[src/rtl/alu_sequencer_pkg.sv]
// Shared definitions for the execute sequencer: ALU opcodes, RV32I decode
// constants and FSM state encodings. Imported by alu_decode and alu_sequencer.
package alu_sequencer_pkg;

    // ALU operation select. Only these three encodings are ever driven.
    typedef enum logic [2:0] {
        ALU_OP_ADD = 3'b000,
        ALU_OP_SUB = 3'b100,
        ALU_OP_AND = 3'b111
    } alu_op_e;

    // RV32I major opcodes
    localparam logic [6:0] RV_OPC_OP     = 7'b0110011;
    localparam logic [6:0] RV_OPC_OP_IMM = 7'b0010011;

    // funct3 values
    localparam logic [2:0] RV_F3_ADD_SUB = 3'b000;
    localparam logic [2:0] RV_F3_AND     = 3'b111;

    // funct7 values
    localparam logic [6:0] RV_F7_BASE = 7'b0000000;
    localparam logic [6:0] RV_F7_ALT  = 7'b0100000;

    // Sequencer states
    typedef enum logic [1:0] {
        ST_IDLE = 2'd0,
        ST_READ = 2'd1,
        ST_EXEC = 2'd2,
        ST_WB   = 2'd3
    } seq_state_e;

endpackage

[src/rtl/alu_sequencer_if.sv]
// ALU operand/result bus. The sequencer is the master (drives opcode and
// operands); the ALU is the slave (returns a combinational result).
interface alu_sequencer_if #(
    parameter int XLEN = 32
);

    logic [2:0]      alu_opcode;
    logic [XLEN-1:0] alu_left;
    logic [XLEN-1:0] alu_right;
    logic [XLEN-1:0] alu_result;

    modport master (
        output alu_opcode,
        output alu_left,
        output alu_right,
        input  alu_result
    );

    modport slave (
        input  alu_opcode,
        input  alu_left,
        input  alu_right,
        output alu_result
    );

endinterface

[src/rtl/alu_decode.sv]
// Combinational RV32I decoder for the execute sequencer.
// Recognises R-type ADD/SUB/AND; with ALU_SEQ_IMM_EN defined it also
// recognises I-type ADDI/ANDI and produces a sign-extended immediate.
module alu_decode
    import alu_sequencer_pkg::*;
#(
    parameter int XLEN = 32
) (
    input  logic [31:0]     instr,
    output alu_op_e         alu_op,
    output logic [4:0]      rs1,
    output logic [4:0]      rs2,
    output logic [4:0]      rd,
`ifdef ALU_SEQ_IMM_EN
    output logic            use_imm,
    output logic [XLEN-1:0] imm,
`endif
    output logic            legal
);

    logic [6:0] opcode;
    logic [2:0] funct3;
    logic [6:0] funct7;

    assign opcode = instr[6:0];
    assign funct3 = instr[14:12];
    assign funct7 = instr[31:25];
    assign rs1    = instr[19:15];
    assign rs2    = instr[24:20];
    assign rd     = instr[11:7];

    // Classify the instruction; anything not matched stays illegal.
    always_comb begin
        alu_op = ALU_OP_ADD;
        legal  = 1'b0;
`ifdef ALU_SEQ_IMM_EN
        use_imm = 1'b0;
        imm     = {{(XLEN-12){instr[31]}}, instr[31:20]};
`endif
        if (opcode == RV_OPC_OP) begin
            if (funct3 == RV_F3_ADD_SUB && funct7 == RV_F7_BASE) begin
                alu_op = ALU_OP_ADD;
                legal  = 1'b1;
            end else if (funct3 == RV_F3_ADD_SUB && funct7 == RV_F7_ALT) begin
                alu_op = ALU_OP_SUB;
                legal  = 1'b1;
            end else if (funct3 == RV_F3_AND && funct7 == RV_F7_BASE) begin
                alu_op = ALU_OP_AND;
                legal  = 1'b1;
            end
        end
`ifdef ALU_SEQ_IMM_EN
        else if (opcode == RV_OPC_OP_IMM) begin
            use_imm = 1'b1;
            if (funct3 == RV_F3_ADD_SUB) begin
                alu_op = ALU_OP_ADD;
                legal  = 1'b1;
            end else if (funct3 == RV_F3_AND) begin
                alu_op = ALU_OP_AND;
                legal  = 1'b1;
            end
        end
`endif
    end

endmodule

[src/rtl/alu_sequencer.sv]
// Multi-cycle execute sequencer: accepts one RV32I instruction from fetch,
// reads operands from the register file, drives the ALU and writes back.
// Sequence is IDLE -> READ -> EXEC -> WB -> IDLE, one instruction per 4 cycles.
// Optional feature: define ALU_SEQ_IMM_EN to add ADDI/ANDI support.
module alu_sequencer
    import alu_sequencer_pkg::*;
#(
    parameter int XLEN   = 32,
    parameter int REG_AW = 5
) (
    input  logic                clk,
    input  logic                rst_n,

    input  logic                instr_valid,
    input  logic [31:0]         instr,
    output logic                instr_ready,

    output logic [REG_AW-1:0]   rs1_addr,
    output logic [REG_AW-1:0]   rs2_addr,
    input  logic [XLEN-1:0]     rs1_data,
    input  logic [XLEN-1:0]     rs2_data,

    alu_sequencer_if.master     alu_bus,

    output logic                wb_en,
    output logic [REG_AW-1:0]   wb_addr,
    output logic [XLEN-1:0]     wb_data,
    output logic                illegal,
    output logic                busy
);

    seq_state_e        state;
    logic              started_q;
    alu_op_e           op_q;
    logic [REG_AW-1:0] rd_q;
    logic [XLEN-1:0]   result_q;

    alu_op_e           dec_op;
    logic [4:0]        dec_rs1;
    logic [4:0]        dec_rs2;
    logic [4:0]        dec_rd;
    logic              dec_legal;

`ifdef ALU_SEQ_IMM_EN
    logic              dec_use_imm;
    logic [XLEN-1:0]   dec_imm;
    logic              use_imm_q;
    logic [XLEN-1:0]   imm_q;
`endif

    alu_decode #(
        .XLEN (XLEN)
    ) u_decode (
        .instr   (instr),
        .alu_op  (dec_op),
        .rs1     (dec_rs1),
        .rs2     (dec_rs2),
        .rd      (dec_rd),
`ifdef ALU_SEQ_IMM_EN
        .use_imm (dec_use_imm),
        .imm     (dec_imm),
`endif
        .legal   (dec_legal)
    );

    // started_q keeps instr_ready low for the first cycle after reset so
    // that every output reads zero while the reset is being observed.
    assign instr_ready = (state == ST_IDLE) && started_q;
    assign busy        = (state != ST_IDLE);

    // Sequencer FSM with registered operand, result and writeback outputs.
    always_ff @(posedge clk) begin
        if (!rst_n) begin
            state              <= ST_IDLE;
            started_q          <= 1'b0;
            op_q               <= ALU_OP_ADD;
            rd_q               <= '0;
            result_q           <= '0;
            rs1_addr           <= '0;
            rs2_addr           <= '0;
            alu_bus.alu_opcode <= 3'b000;
            alu_bus.alu_left   <= '0;
            alu_bus.alu_right  <= '0;
            wb_en              <= 1'b0;
            wb_addr            <= '0;
            wb_data            <= '0;
            illegal            <= 1'b0;
`ifdef ALU_SEQ_IMM_EN
            use_imm_q          <= 1'b0;
            imm_q              <= '0;
`endif
        end else begin
            started_q <= 1'b1;
            wb_en     <= 1'b0;
            illegal   <= 1'b0;
            case (state)
                ST_IDLE: begin
                    if (instr_valid && instr_ready) begin
                        rs1_addr <= dec_rs1;
                        rs2_addr <= dec_rs2;
                        rd_q     <= dec_rd;
                        op_q     <= dec_op;
`ifdef ALU_SEQ_IMM_EN
                        use_imm_q <= dec_use_imm;
                        imm_q     <= dec_imm;
`endif
                        if (dec_legal) begin
                            state <= ST_READ;
                        end else begin
                            illegal <= 1'b1;
                        end
                    end
                end
                ST_READ: begin
                    alu_bus.alu_opcode <= op_q;
                    alu_bus.alu_left   <= rs1_data;
`ifdef ALU_SEQ_IMM_EN
                    alu_bus.alu_right  <= use_imm_q ? imm_q : rs2_data;
`else
                    alu_bus.alu_right  <= rs2_data;
`endif
                    state <= ST_EXEC;
                end
                ST_EXEC: begin
                    result_q <= alu_bus.alu_result;
                    state    <= ST_WB;
                end
                ST_WB: begin
                    wb_en   <= (rd_q != '0);
                    wb_addr <= rd_q;
                    wb_data <= result_q;
                    state   <= ST_IDLE;
                end
                default: state <= ST_IDLE;
            endcase
        end
    end

endmodule

[src/flat_wrapper.sv]
// flat-port wrapper written by rule: the top's interface ports become plain ports
module alu_sequencer_flat import alu_sequencer_pkg::*;
#(
    parameter int XLEN   = 32,
    parameter int REG_AW = 5
)
  (clk, rst_n, instr_valid, instr, instr_ready, rs1_addr, rs2_addr, rs1_data, rs2_data, wb_en, wb_addr, wb_data, illegal, busy, alu_bus_alu_opcode, alu_bus_alu_left, alu_bus_alu_right, alu_bus_alu_result);
  alu_sequencer_if #(.XLEN(XLEN)) alu_bus_i ();
  input  logic clk;
  input  logic rst_n;
  input  logic instr_valid;
  input  logic [31:0] instr;
  output logic instr_ready;
  output logic [REG_AW-1:0] rs1_addr;
  output logic [REG_AW-1:0] rs2_addr;
  input  logic [XLEN-1:0] rs1_data;
  input  logic [XLEN-1:0] rs2_data;
  output logic wb_en;
  output logic [REG_AW-1:0] wb_addr;
  output logic [XLEN-1:0] wb_data;
  output logic illegal;
  output logic busy;
  output wire logic [$bits(alu_bus_i.alu_opcode)-1:0] alu_bus_alu_opcode;
  output wire logic [$bits(alu_bus_i.alu_left)-1:0] alu_bus_alu_left;
  output wire logic [$bits(alu_bus_i.alu_right)-1:0] alu_bus_alu_right;
  input wire logic [$bits(alu_bus_i.alu_result)-1:0] alu_bus_alu_result;
  assign alu_bus_alu_opcode = alu_bus_i.alu_opcode;
  assign alu_bus_alu_left = alu_bus_i.alu_left;
  assign alu_bus_alu_right = alu_bus_i.alu_right;
  assign alu_bus_i.alu_result = alu_bus_alu_result;
  alu_sequencer #(.XLEN(XLEN), .REG_AW(REG_AW)) u_core (.clk(clk), .rst_n(rst_n), .instr_valid(instr_valid), .instr(instr), .instr_ready(instr_ready), .rs1_addr(rs1_addr), .rs2_addr(rs2_addr), .rs1_data(rs1_data), .rs2_data(rs2_data), .alu_bus(alu_bus_i), .wb_en(wb_en), .wb_addr(wb_addr), .wb_data(wb_data), .illegal(illegal), .busy(busy));
endmodule
[config.mk]
export PLATFORM = sky130hd
export DESIGN_NAME = alu_sequencer_flat
export DESIGN_NICKNAME = d
export VERILOG_FILES = /design/src/rtl/alu_sequencer_pkg.sv /design/src/rtl/alu_sequencer_if.sv /design/src/rtl/alu_decode.sv /design/src/rtl/alu_sequencer.sv /design/src/flat_wrapper.sv
export SDC_FILE = /design/constraint.sdc
export NUM_CORES = 1
export LEC_CHECK = 0
export CAP_MARGIN = 20
export CORE_AREA = 10 10 175 95
export CTS_CLUSTER_DIAMETER = 150
export CTS_CLUSTER_SIZE = 16
export DETAILED_ROUTE_END_ITERATION = 12
export DIE_AREA = 0 0 185 105
export PLACE_DENSITY = 0.83
export SYNTH_ARGS = -nofsm -noshare
export SYNTH_HDL_FRONTEND = slang
export SYNTH_SLANG_ARGS = --single-unit
export TNS_END_PERCENT = 5
[constraint.sdc]
create_clock -name clk -period 4.6 [get_ports clk]
set_input_delay 0.46 -clock clk [delete_from_list [all_inputs] [get_ports clk]]
set_output_delay 0.46 -clock clk [all_outputs]
set_load 0.05 [all_outputs]
# After elaboration in Yosys (flattened, before gate mapping)
# Cells that the tools add are included.
[word_totals]
ram_bits = 0
latchBits = 0
reg_bits = 159
wordCells = 49
out_inout_bits = 118
memories = 0
romBits = 0
input_bits = 131
[op_classes]
div_mod_pow = 0
reduce_logical = 14
order_cmp = 0
n_mul = 0
add_sub_neg = 0
bitwise_logic = 0
shift = 0
mux = 13
eq_ne = 8
[ops]
columns = ["operator", "n"]
rows = [
  ["equality test 7 x 6 -> 1 bit, second input constant", 2],
  ["two-way mux 3 bit", 4],
  ["one-hot mux 2 bit (4 select lines)", 1],
  ["zero test 7 bit", 1],
  ["two-way mux 1 bit", 6],
  ["AND reduction 2 bit", 3],
  ["logical AND 1 bit", 5],
  ["nonzero test 5 bit", 1],
  ["equality test 2 bit, second input constant", 2],
  ["two-way mux 2 bit", 2],
  ["equality test 3 bit, second input constant", 1],
  ["zero test 3 bit", 1],
  ["AND reduction 3 bit", 1],
  ["equality test 2 x 1 -> 1 bit, second input constant", 1],
  ["zero test 2 bit", 1],
  ["!= test 2 x 1 -> 1 bit, second input constant", 1],
  ["!= test 2 bit, second input constant", 1],
  ["nonzero test 2 bit", 1],
]

# Depth between registers and ports, before layout
# Gate-level depths: netlist (run 1).
[logic_depth]
word_depth = 9
mapped_depth = 7
ltp_nobuf = 6

# Modules after synthesis
# From an unflattened synthesis (run 1), not the netlist that was laid out.
[hier_totals]
hier_cells = 569
area_unflattened_um2 = 6331.1
[by_module_without_submodules]
columns = ["mod", "cells_each", "seq_area_each_um2", "n_inst", "area_each_um2"]
rows = [
  ["alu_sequencer", 541, 3183.1, 1, 6129.6],
  ["alu_decode", 28, 0.0, 1, 201.4],
]

# Worst setup path after synthesis (run 1)
# OpenSTA, ideal clock, no wires.
[synth_timing]
path_type = "flip-flop to flip-flop"
start = "reg u_core.state[1]"
end = "reg u_core.alu_bus.alu_opcode[1]"
t_required_ns = 4.483
path_buffers = 3
setup_ns = 0.117
path_stages_with_launch = 8
arrival_ns = 1.392
slack_ns = 3.090
period_less_slack_ns = 1.510
path_cell_list = "dfxtp_1 > inv_1 > ha_1 > clkbuf_1 > buf_2 > buf_2 > mux2i_1 > nor2b_1"
[synth_between]
elab_chain_len = 1
[synth_lines]
columns = ["element", "line", "source"]
rows = [
  ["start, declared", "alu_sequencer.sv:32", "seq_state_e state;"],
  ["start signal, assigned", "alu_sequencer.sv:74", "state <= ST_IDLE;"],
  ["start signal, assigned", "alu_sequencer.sv:108", "state <= ST_READ;"],
  ["start signal, assigned", "alu_sequencer.sv:122", "state <= ST_EXEC;"],
  ["equality test 2 x 1 -> 1 bit", "alu_sequencer.sv:96", "case (state)"],
  ["end signal, assigned", "alu_sequencer.sv:115", "alu_bus.alu_opcode <= op_q;"],
  ["end, declared", "alu_sequencer_if.sv:13", "output alu_opcode,"],
]
# Every way passes these cells.
# A chain may end at the register's enable or synchronous reset.

# Worst setup path in the final report (run 1)
[layout_timing]
start = "reg u_core.state[1]"
end = "out instr_ready"
[layout_between]
elab_chain_len = 2
[layout_lines]
columns = ["element", "line", "source"]
rows = [
  ["zero test 2 bit", "alu_sequencer.sv:68", "assign instr_ready = (state == ST_IDLE) && started_q;"],
  ["logical AND 1 bit", "alu_sequencer.sv:68", ""],
  ["end, declared", "flat_wrapper.sv:13", "output logic instr_ready;"],
]
# Every way passes these cells.

==> impl_metrics.xml, run 1 <==
<?xml version="1.0" encoding="UTF-8"?>
<metrics>
  <group name="yosys">
    <metric name="top_cells_by_area_synth" unit="">sky130_fd_sc_hd__dfxtp_1 52%, sky130_fd_sc_hd__mux2i_1 23%, sky130_fd_sc_hd__nor2b_1 14%</metric>
    <metric name="ys_warn_count" unit="">0</metric>
    <metric name="synth_seq_cells" unit="">157</metric>
    <metric name="synth-main-ff-cell" unit="">sky130_fd_sc_hd__dfxtp_1</metric>
    <metric name="synth_async_sr_flop_share" unit="">0</metric>
    <metric name="synth_top_cells_by_count" unit="">157 x sky130_fd_sc_hd__dfxtp_1, 137 x sky130_fd_sc_hd__mux2i_1, 135 x sky130_fd_sc_hd__nor2b_1, 35 x sky130_fd_sc_hd__nand2_1, 20 x sky130_fd_sc_hd__clkbuf_1</metric>
    <metric name="seq_area_frac_synth" unit="">0.522</metric>
    <metric name="synth_area_per_cell" unit="sq um">11.0</metric>
    <metric name="synth_nets" unit="">683</metric>
    <metric name="post_synth_edffs" unit="">0</metric>
    <metric name="post_synthesis_instance_area" unit="sq um">6020</metric>
    <metric name="number_of_library_cell_types_mapped_by_synthesis" unit="">30</metric>
    <metric name="synthMostInstantiatedCell" unit="">sky130_fd_sc_hd__dfxtp_1</metric>
    <metric name="synthDominantAreaCellType" unit="">sky130_fd_sc_hd__dfxtp_1</metric>
    <metric name="synthCells" unit="">547</metric>
    <metric name="synth.top_cell.area_share" unit="">0.522</metric>
  </group>
  <group name="clocking">
    <metric name="clock-root-buffer" unit="">sky130_fd_sc_hd__clkbuf_16</metric>
    <metric name="htree_levels" unit="">4</metric>
    <metric name="clock-sinks" unit="">157</metric>
    <metric name="clk_pin_slew_worst_paths" unit="ps">60</metric>
    <metric name="hold_buffers" unit="">0</metric>
    <metric name="ctsResizeCount" unit="">0</metric>
    <metric name="tritoncts" unit="">done</metric>
    <metric name="post_cts_buffers" unit="">0</metric>
    <metric name="worstSkewPairLatency" unit="ps">420</metric>
    <metric name="cts_buffer_depth" unit="">2</metric>
    <metric name="cts_inserted_buffers" unit="">17</metric>
  </group>
  <group name="cells_and_area">
    <metric name="final.fill_count" unit="">1025</metric>
    <metric name="antennaDiodeCount" unit="">0</metric>
    <metric name="synth_to_layout_area_growth" unit="%">52.6</metric>
    <metric name="post_route_cells_drive_above_1_share" unit="">0.0530</metric>
    <metric name="layout.nets" unit="">915</metric>
    <metric name="finish.instance_area" unit="sq um">9180</metric>
  </group>
  <group name="global_route">
    <metric name="gr-total-overflow" unit="">0</metric>
    <metric name="pin_count_of_the_biggest_net_entering_global_routing" unit="">111</metric>
    <metric name="vias_in_the_first_global_route" unit="">4727</metric>
    <metric name="wire_length_of_the_first_global_routing_pass" unit="um">26100</metric>
    <metric name="grt_util_all_layers" unit="">0.167</metric>
    <metric name="antenna_found_initial" unit="">0</metric>
  </group>
  <group name="timing">
    <metric name="final_max_slew_viol_count" unit="">0</metric>
    <metric name="finalHoldViolations" unit="">0</metric>
    <metric name="finalSetupTns" unit="ps">0</metric>
    <metric name="rsz0062_at_grt" unit="">false</metric>
    <metric name="setup_viol" unit="">0</metric>
    <metric name="final.period_utilization" unit="">0.557</metric>
    <metric name="max_slew.worst_pin.slew" unit="ps">1100</metric>
    <metric name="finalClockSkew" unit="ps">10.7</metric>
    <metric name="period_needed" unit="ps">2560</metric>
    <metric name="fmaxAchievable" unit="MHz">391</metric>
    <metric name="worst_slew_margin_rel" unit="">0.265</metric>
  </group>
  <group name="setup_path">
    <metric name="arrival" unit="ps">2100</metric>
    <metric name="crit_path_cell_trace" unit="">inv_1 &gt; ha_1 &gt; and2_1 &gt; clkdlybuf4s50_1</metric>
    <metric name="cp-start-kind" unit="">register</metric>
    <metric name="setup.worst_path.class" unit="">register to primary output</metric>
    <metric name="regToRegSetupSlack" unit="ps">2420</metric>
    <metric name="category_of_the_worst_setup_path_capture_point" unit="">primary output</metric>
    <metric name="worst-endpoint-required" unit="ps">4140</metric>
    <metric name="slowest_stage" unit="">sky130_fd_sc_hd__clkdlybuf4s50_1</metric>
    <metric name="critical_path_peak_fanout" unit="">5</metric>
    <metric name="critical_path.max_stage_delay" unit="ps">800</metric>
  </group>
  <group name="placed_design">
    <metric name="placement.io_buffers" unit="">248</metric>
    <metric name="place.gp.congestion" unit="">0.749</metric>
    <metric name="hpwl" unit="um">12500</metric>
    <metric name="placement.cell_area" unit="sq um">8590</metric>
  </group>
  <group name="power">
    <metric name="power_frac_comb" unit="">0.066</metric>
    <metric name="clock_power_share" unit="">0.471</metric>
    <metric name="p_leak" unit="nW">2.98</metric>
    <metric name="p_seq_frac" unit="">0.463</metric>
    <metric name="switching_power" unit="W">0.000681</metric>
    <metric name="p_int" unit="W">0.00228</metric>
    <metric name="max-vdd-ir-drop" unit="mV">0.216</metric>
    <metric name="power.density_cell_area" unit="nW/um^2">322</metric>
    <metric name="power.switching_fraction" unit="">0.230</metric>
  </group>
  <group name="die">
    <metric name="core" unit="sq um">13400</metric>
    <metric name="design.portCount" unit="">249</metric>
    <metric name="placement_rows" unit="">30</metric>
    <metric name="die_h" unit="um">105</metric>
    <metric name="initial_utilization" unit="">0.448</metric>
    <metric name="dieWidth" unit="um">185</metric>
    <metric name="die-area" unit="sq um">19400</metric>
  </group>
  <group name="detailed_routing">
    <metric name="wl_per_cell" unit="um">17.6</metric>
    <metric name="total_number_of_vias" unit="">4580</metric>
    <metric name="route.final.wire_length" unit="um">17100</metric>
    <metric name="drt_iter0_drc" unit="">185</metric>
    <metric name="detail_route.drc_violations" unit="">0</metric>
    <metric name="drt_pass1_iterations" unit="">4</metric>
    <metric name="detail_route.vias_per_cell" unit="">4.73</metric>
    <metric name="antenna_violating_nets_post_route" unit="">0</metric>
  </group>
  <group name="run_status">
    <metric name="run_status" unit="">completed</metric>
  </group>
  <group name="run">
    <metric name="cap_violations" unit="">0</metric>
  </group>
  <group name="worst_hold_path">
    <metric name="hp-class" unit="">register to register</metric>
  </group>
</metrics>
[final timing paths]
path | from | end | cells after the start
setup reg to reg | u_core.state[1] | u_core.state[0] | 5
hold reg to reg | u_core.rs1_addr[2] | u_core.rs1_addr[2] | 2
setup / recovery | u_core.state[1] | instr_ready | 4
hold / removal | u_core.rs1_addr[2] | u_core.rs1_addr[2] | 2
[metal layers]
metal / GRT usage / wire [um] / vias to the layer above / part of all wire
li1: - / - / 2279 / -
met1: 0.171 / 6540 / 2190 / 0.38
met2: 0.317 / 9350 / 93 / 0.55
met3: 0.0474 / 903 / 18 / 0.053
met4: 0.0542 / 276 / 0 / 0.016
met5: 0 / 0 / - / 0
[cells in the final DEF, fill, tap and decap left out]
cell / synthesis / final
sky130_fd_sc_hd__clkdlybuf4s50_1: 0 / 247
sky130_fd_sc_hd__dfxtp_1: 157 / 157
sky130_fd_sc_hd__mux2i_1: 137 / 137
sky130_fd_sc_hd__nor2b_1: 135 / 135
sky130_fd_sc_hd__nand2_1: 35 / 35
sky130_fd_sc_hd__clkbuf_16: 0 / 17
sky130_fd_sc_hd__a21boi_0: 14 / 14
sky130_fd_sc_hd__inv_6: 0 / 7
sky130_fd_sc_hd__inv_1: 3 / 3
sky130_fd_sc_hd__and2_1: 3 / 3
sky130_fd_sc_hd__inv_8: 0 / 3
sky130_fd_sc_hd__buf_4: 2 / 3
sky130_fd_sc_hd__nor2_1: 2 / 2
sky130_fd_sc_hd__o31ai_1: 2 / 2
sky130_fd_sc_hd__ha_1: 5 / 2
sky130_fd_sc_hd__ha_2: 0 / 2
sky130_fd_sc_hd__and3_1: 1 / 1
sky130_fd_sc_hd__nand3_1: 1 / 1
sky130_fd_sc_hd__nand4b_1: 1 / 1
sky130_fd_sc_hd__nor4_2: 1 / 1
sky130_fd_sc_hd__and4bb_2: 1 / 1
sky130_fd_sc_hd__and3b_1: 1 / 1
sky130_fd_sc_hd__nand4_1: 1 / 1
sky130_fd_sc_hd__o21ai_0: 1 / 1
sky130_fd_sc_hd__and4b_1: 1 / 1
sky130_fd_sc_hd__nor3_1: 1 / 1
sky130_fd_sc_hd__o31a_2: 1 / 1
sky130_fd_sc_hd__a21boi_1: 1 / 1
sky130_fd_sc_hd__a21oi_1: 1 / 1
sky130_fd_sc_hd__o211a_1: 1 / 1
sky130_fd_sc_hd__or3_1: 1 / 1
sky130_fd_sc_hd__o311a_1: 1 / 1
sky130_fd_sc_hd__ha_4: 0 / 1
sky130_fd_sc_hd__clkinv_2: 0 / 1
sky130_fd_sc_hd__clkinv_4: 0 / 1
sky130_fd_sc_hd__clkbuf_8: 0 / 1
sky130_fd_sc_hd__clkinvlp_4: 0 / 1
sky130_fd_sc_hd__bufinv_16: 0 / 1
sky130_fd_sc_hd__buf_12: 0 / 1
[power groups by stage]
stage               Sequential [W]  Combinational [W]  Clock [W]
global route               0.00137           0.000206    0.00148
floorplan                  0.00142          0.0000481          0
global placement           0.00140           0.000192          0
CTS                        0.00137           0.000196    0.00143
detailed placement         0.00140           0.000195          0
finish                     0.00137           0.000194    0.00140
[per-stage QoR]
| stage | hold WS (ps) | instances | setup WS, ps | power [W] | util |
|---|---|---|---|---|---|
| global placement | 442 | 935 | 2270 | 0.00159 | 0.638 |
| finish | 463 | 968 | 2040 | 0.00296 | 0.683 |
| global route | 498 | 968 | 1940 | 0.00306 | 0.683 |
| detailed placement | 459 | 936 | 2230 | 0.00160 | 0.639 |
| CTS | 468 | 968 | 2010 | 0.00299 | 0.683 |
| floorplan | 451 | 547 | 3090 | 0.00146 | - |
[flip-flops by register name, indices dropped and copies added, names as in the netlist, 5 cells and up]
signal,cells
u_core.alu_bus.alu_left,32
u_core.wb_data,32
u_core.rd_q,5
u_core.rs1_addr,5
u_core.wb_addr,5
u_core.rs2_addr,5
u_core.result_q,32
u_core.alu_bus.alu_right,32
[critical path: cells and delay by family, from the launching register on]
family | cells | cell delay (ps)
adder cells (fa/ha/maj) | 1 | 260
buffers and inverters | 2 | 940
flip-flops | 1 | 340
AND/OR/NAND/NOR | 1 | 150
[logic make-up (layout without fill, tap and decap cells)]
| kind of cell | count (synthesis) | after routing | synth area share |
|---|---|---|---|
| and+or+nand+nor | 185 | 185 | 0.180 |
| AOI/OAI and AO/OA | 22 | 22 | 0.0279 |
| adders and majority gates | 5 | 5 | 0.0104 |
| DFF | 157 | 157 | 0.522 |
| muxes | 137 | 137 | 0.228 |
| buffers and inverters | 41 | 286 | 0.0312 |
[area by class of cell]
class	count	area (sq um)	share of cell area
clock inverter	14	146	0.0160
timing repair buffer	251	2510	0.274
multi-input combinational	349	2700	0.294
inverter	3	11.3	0.00123
sequential	157	3140	0.342
clock buffer	18	439	0.0479
tap	176	220	0.0240
No activity file was read; power rests on OpenSTA's default activity.
==> inputs of run 2 (changes only) <==
CORE_AREA = 10 10 187 101   (was 10 10 175 95)
DIE_AREA = 0 0 197 111   (was 0 0 185 105)
PLACE_DENSITY = 0.76   (was 0.83)
clock period = 2.05 ns   (was 4.6 ns; I/O delays follow)
==> run 2 against run 1 <==
Effect of this change: first-iteration DRC count decreased by 31%; clock power increased by 110%; highest routed layer is now met5; largest power group is now sequential cells; via count about the same; wire length rose by 1.4%; clock skew fell by 2.1 ps.
==> impl_metrics.xml, run 2 (synthesis results as in run 1) <==
<?xml version="1.0" encoding="UTF-8"?>
<metrics>
  <group name="timing">
    <metric name="setup_viol" unit="">0</metric>
    <metric name="period_needed" unit="ps">1840</metric>
    <metric name="finalClockSkew" unit="ps">8.53</metric>
    <metric name="rsz0062_at_grt" unit="">false</metric>
    <metric name="final_max_slew_viol_count" unit="">0</metric>
    <metric name="fmaxAchievable" unit="MHz">543</metric>
    <metric name="max_slew.worst_pin.slew" unit="ps">667</metric>
    <metric name="finalSetupTns" unit="ps">0</metric>
    <metric name="final.period_utilization" unit="">0.899</metric>
    <metric name="worst_slew_margin_rel" unit="">0.555</metric>
    <metric name="finalHoldViolations" unit="">0</metric>
  </group>
  <group name="setup_path">
    <metric name="setup.worst_path.class" unit="">register to primary output</metric>
    <metric name="critical_path_peak_fanout" unit="">3</metric>
    <metric name="critical_path.n_buffers_inverters" unit="">1</metric>
    <metric name="arrival" unit="ps">1640</metric>
    <metric name="cp-start-kind" unit="">register</metric>
    <metric name="crit_path_cell_trace" unit="">clkdlybuf4s50_1</metric>
    <metric name="cpLargestDelayFamily" unit="">buffers and inverters</metric>
    <metric name="slowest_stage" unit="">sky130_fd_sc_hd__clkdlybuf4s50_1</metric>
    <metric name="critical_path.max_stage_delay" unit="ps">840</metric>
    <metric name="worst-endpoint-required" unit="ps">1850</metric>
    <metric name="category_of_the_worst_setup_path_capture_point" unit="">primary output</metric>
  </group>
  <group name="placed_design">
    <metric name="place.gp.congestion" unit="">0.782</metric>
    <metric name="dpl.cell_count" unit="">973</metric>
    <metric name="placement.io_buffers" unit="">248</metric>
    <metric name="hpwl" unit="um">12900</metric>
  </group>
  <group name="cells_and_area">
    <metric name="post_route_cells_drive_above_1_share" unit="">0.0553</metric>
    <metric name="layout.nets" unit="">918</metric>
    <metric name="layout_commonest_cell" unit="">sky130_fd_sc_hd__clkdlybuf4s50_1</metric>
    <metric name="finish.cell_count_without_fillers" unit="">1005</metric>
    <metric name="layout.cells.most_common_list" unit="">245 x sky130_fd_sc_hd__clkdlybuf4s50_1, 157 x sky130_fd_sc_hd__dfxtp_1, 137 x sky130_fd_sc_hd__mux2i_1, 135 x sky130_fd_sc_hd__nor2b_1, 35 x sky130_fd_sc_hd__nand2_1</metric>
    <metric name="antennaDiodeCount" unit="">0</metric>
    <metric name="synth_to_layout_area_growth" unit="%">53.3</metric>
  </group>
  <group name="power">
    <metric name="p_leak" unit="nW">2.97</metric>
    <metric name="power" unit="W">0.00641</metric>
    <metric name="power.density_cell_area" unit="nW/um^2">695</metric>
    <metric name="max-vdd-ir-drop" unit="mV">0.480</metric>
  </group>
  <group name="detailed_routing">
    <metric name="wl_per_cell" unit="um">17.2</metric>
    <metric name="drt_iter0_drc" unit="">128</metric>
    <metric name="route.final.wire_length" unit="um">17300</metric>
    <metric name="drt_pass1_iterations" unit="">4</metric>
    <metric name="detail_route.vias_per_cell" unit="">4.56</metric>
    <metric name="met1_length" unit="um">7590</metric>
    <metric name="detail_route.drc_violations" unit="">0</metric>
    <metric name="met3_wirelength" unit="um">1450</metric>
    <metric name="antenna_violating_nets_post_route" unit="">0</metric>
    <metric name="detailroute.wirelength.met2" unit="um">8030</metric>
    <metric name="total_number_of_vias" unit="">4584</metric>
    <metric name="route.top_layer_used" unit="">met5</metric>
  </group>
  <group name="clocking">
    <metric name="htree_levels" unit="">4</metric>
    <metric name="cts_buffer_depth" unit="">2</metric>
    <metric name="clk_pin_slew_worst_paths" unit="ps">60</metric>
    <metric name="clock-sinks" unit="">157</metric>
    <metric name="worstSkewPairLatency" unit="ps">410</metric>
    <metric name="tritoncts" unit="">done</metric>
    <metric name="hold_buffers" unit="">0</metric>
    <metric name="cts_inserted_buffers" unit="">17</metric>
    <metric name="clock-root-buffer" unit="">sky130_fd_sc_hd__clkbuf_16</metric>
    <metric name="post_cts_buffers" unit="">0</metric>
    <metric name="ctsResizeCount" unit="">0</metric>
  </group>
  <group name="global_route">
    <metric name="wire_length_of_the_first_global_routing_pass" unit="um">26600</metric>
    <metric name="grt_util_all_layers" unit="">0.153</metric>
    <metric name="antenna_found_initial" unit="">1</metric>
    <metric name="pin_count_of_the_biggest_net_entering_global_routing" unit="">67</metric>
    <metric name="gr-total-overflow" unit="">0</metric>
    <metric name="vias_in_the_first_global_route" unit="">4690</metric>
  </group>
  <group name="die">
    <metric name="placement_rows" unit="">33</metric>
    <metric name="core" unit="sq um">15900</metric>
    <metric name="die_h" unit="um">111</metric>
    <metric name="design.portCount" unit="">249</metric>
    <metric name="initial_utilization" unit="">0.379</metric>
    <metric name="die-area" unit="sq um">21900</metric>
    <metric name="dieWidth" unit="um">197</metric>
  </group>
  <group name="run_status">
    <metric name="run_status" unit="">completed</metric>
  </group>
  <group name="worst_hold_path">
    <metric name="hp-class" unit="">primary input to register</metric>
  </group>
  <group name="run">
    <metric name="cap_violations" unit="">0</metric>
  </group>
</metrics>
## run 2: cell types whose count changed in the layout (fill, tap and decap cells not counted)
cell / before / now
sky130_fd_sc_hd__clkinv_2: 1 / 6
sky130_fd_sc_hd__buf_4: 3 / 5
sky130_fd_sc_hd__buf_12: 1 / 4
sky130_fd_sc_hd__inv_8: 3 / 0
sky130_fd_sc_hd__clkbuf_8: 1 / 0
sky130_fd_sc_hd__clkinvlp_4: 1 / 4
sky130_fd_sc_hd__clkdlybuf4s50_1: 247 / 245
sky130_fd_sc_hd__inv_6: 7 / 0
sky130_fd_sc_hd__clkbuf_1: 0 / 3
## run 2: worst paths after layout
check / cells past startpoint / startpoint / slack, ps / endpoint
worst min register to register: 2 / u_core.rs1_addr[1] / 460 / u_core.rs1_addr[1]
worst max register to register: 5 / u_core.state[1] / 220 / u_core.rs1_addr[0]
worst max-delay path: 1 / u_core.alu_bus.alu_opcode[1] / 210 / alu_bus_alu_opcode[0]
worst min-delay path: 1 / rst_n / 190 / u_core.started_q
## run 2: layer usage
layer / vias up / track usage
met5: - / 0
met2: 140 / 0.244
li1: 2283 / -
met3: 16 / 0.0624
met4: 2 / 0.0571
met1: 2143 / 0.181
## run 2: area by class of cell
type / count / area [sq um]
multi-input cells: 349 / 2700
clock inverters: 12 / 98.8
fillers: 1277 / 6630
inverters: 3 / 11.3
well taps: 210 / 263
clock buffers: 20 / 437
repair buffers: 254 / 2570
flip-flops and latches: 157 / 3140
## run 2: worst reg2reg max path, stage by stage (launching register included)
cell	delay, ps
sky130_fd_sc_hd__dfxtp_1	350
sky130_fd_sc_hd__inv_1	150
sky130_fd_sc_hd__ha_1	260
sky130_fd_sc_hd__and3_1	620
sky130_fd_sc_hd__nand2_1	130
sky130_fd_sc_hd__a21boi_0	230
## run 2: power by group
part	internal [W]	switching [W]	leakage (nW)
clock	0.00166	0.00124	0.255
sequential	0.00307	0.00000982	1.27
combinational	0.000294	0.000148	1.45
total	0.00502	0.00140	2.97
## run 2: metrics by stage
stage | hold slack (ps) | area (sq um) | util | setup WS, ps
after detailed placement | 455 | 8690 | 0.548 | 201
after CTS | 178 | 9230 | 0.582 | 180
after global routing | 209 | 9230 | 0.582 | 108
after floorplan | 233 | 6020 | - | 540
final | 191 | 9230 | 0.582 | 208
after global placement | 441 | 8690 | 0.548 | 275
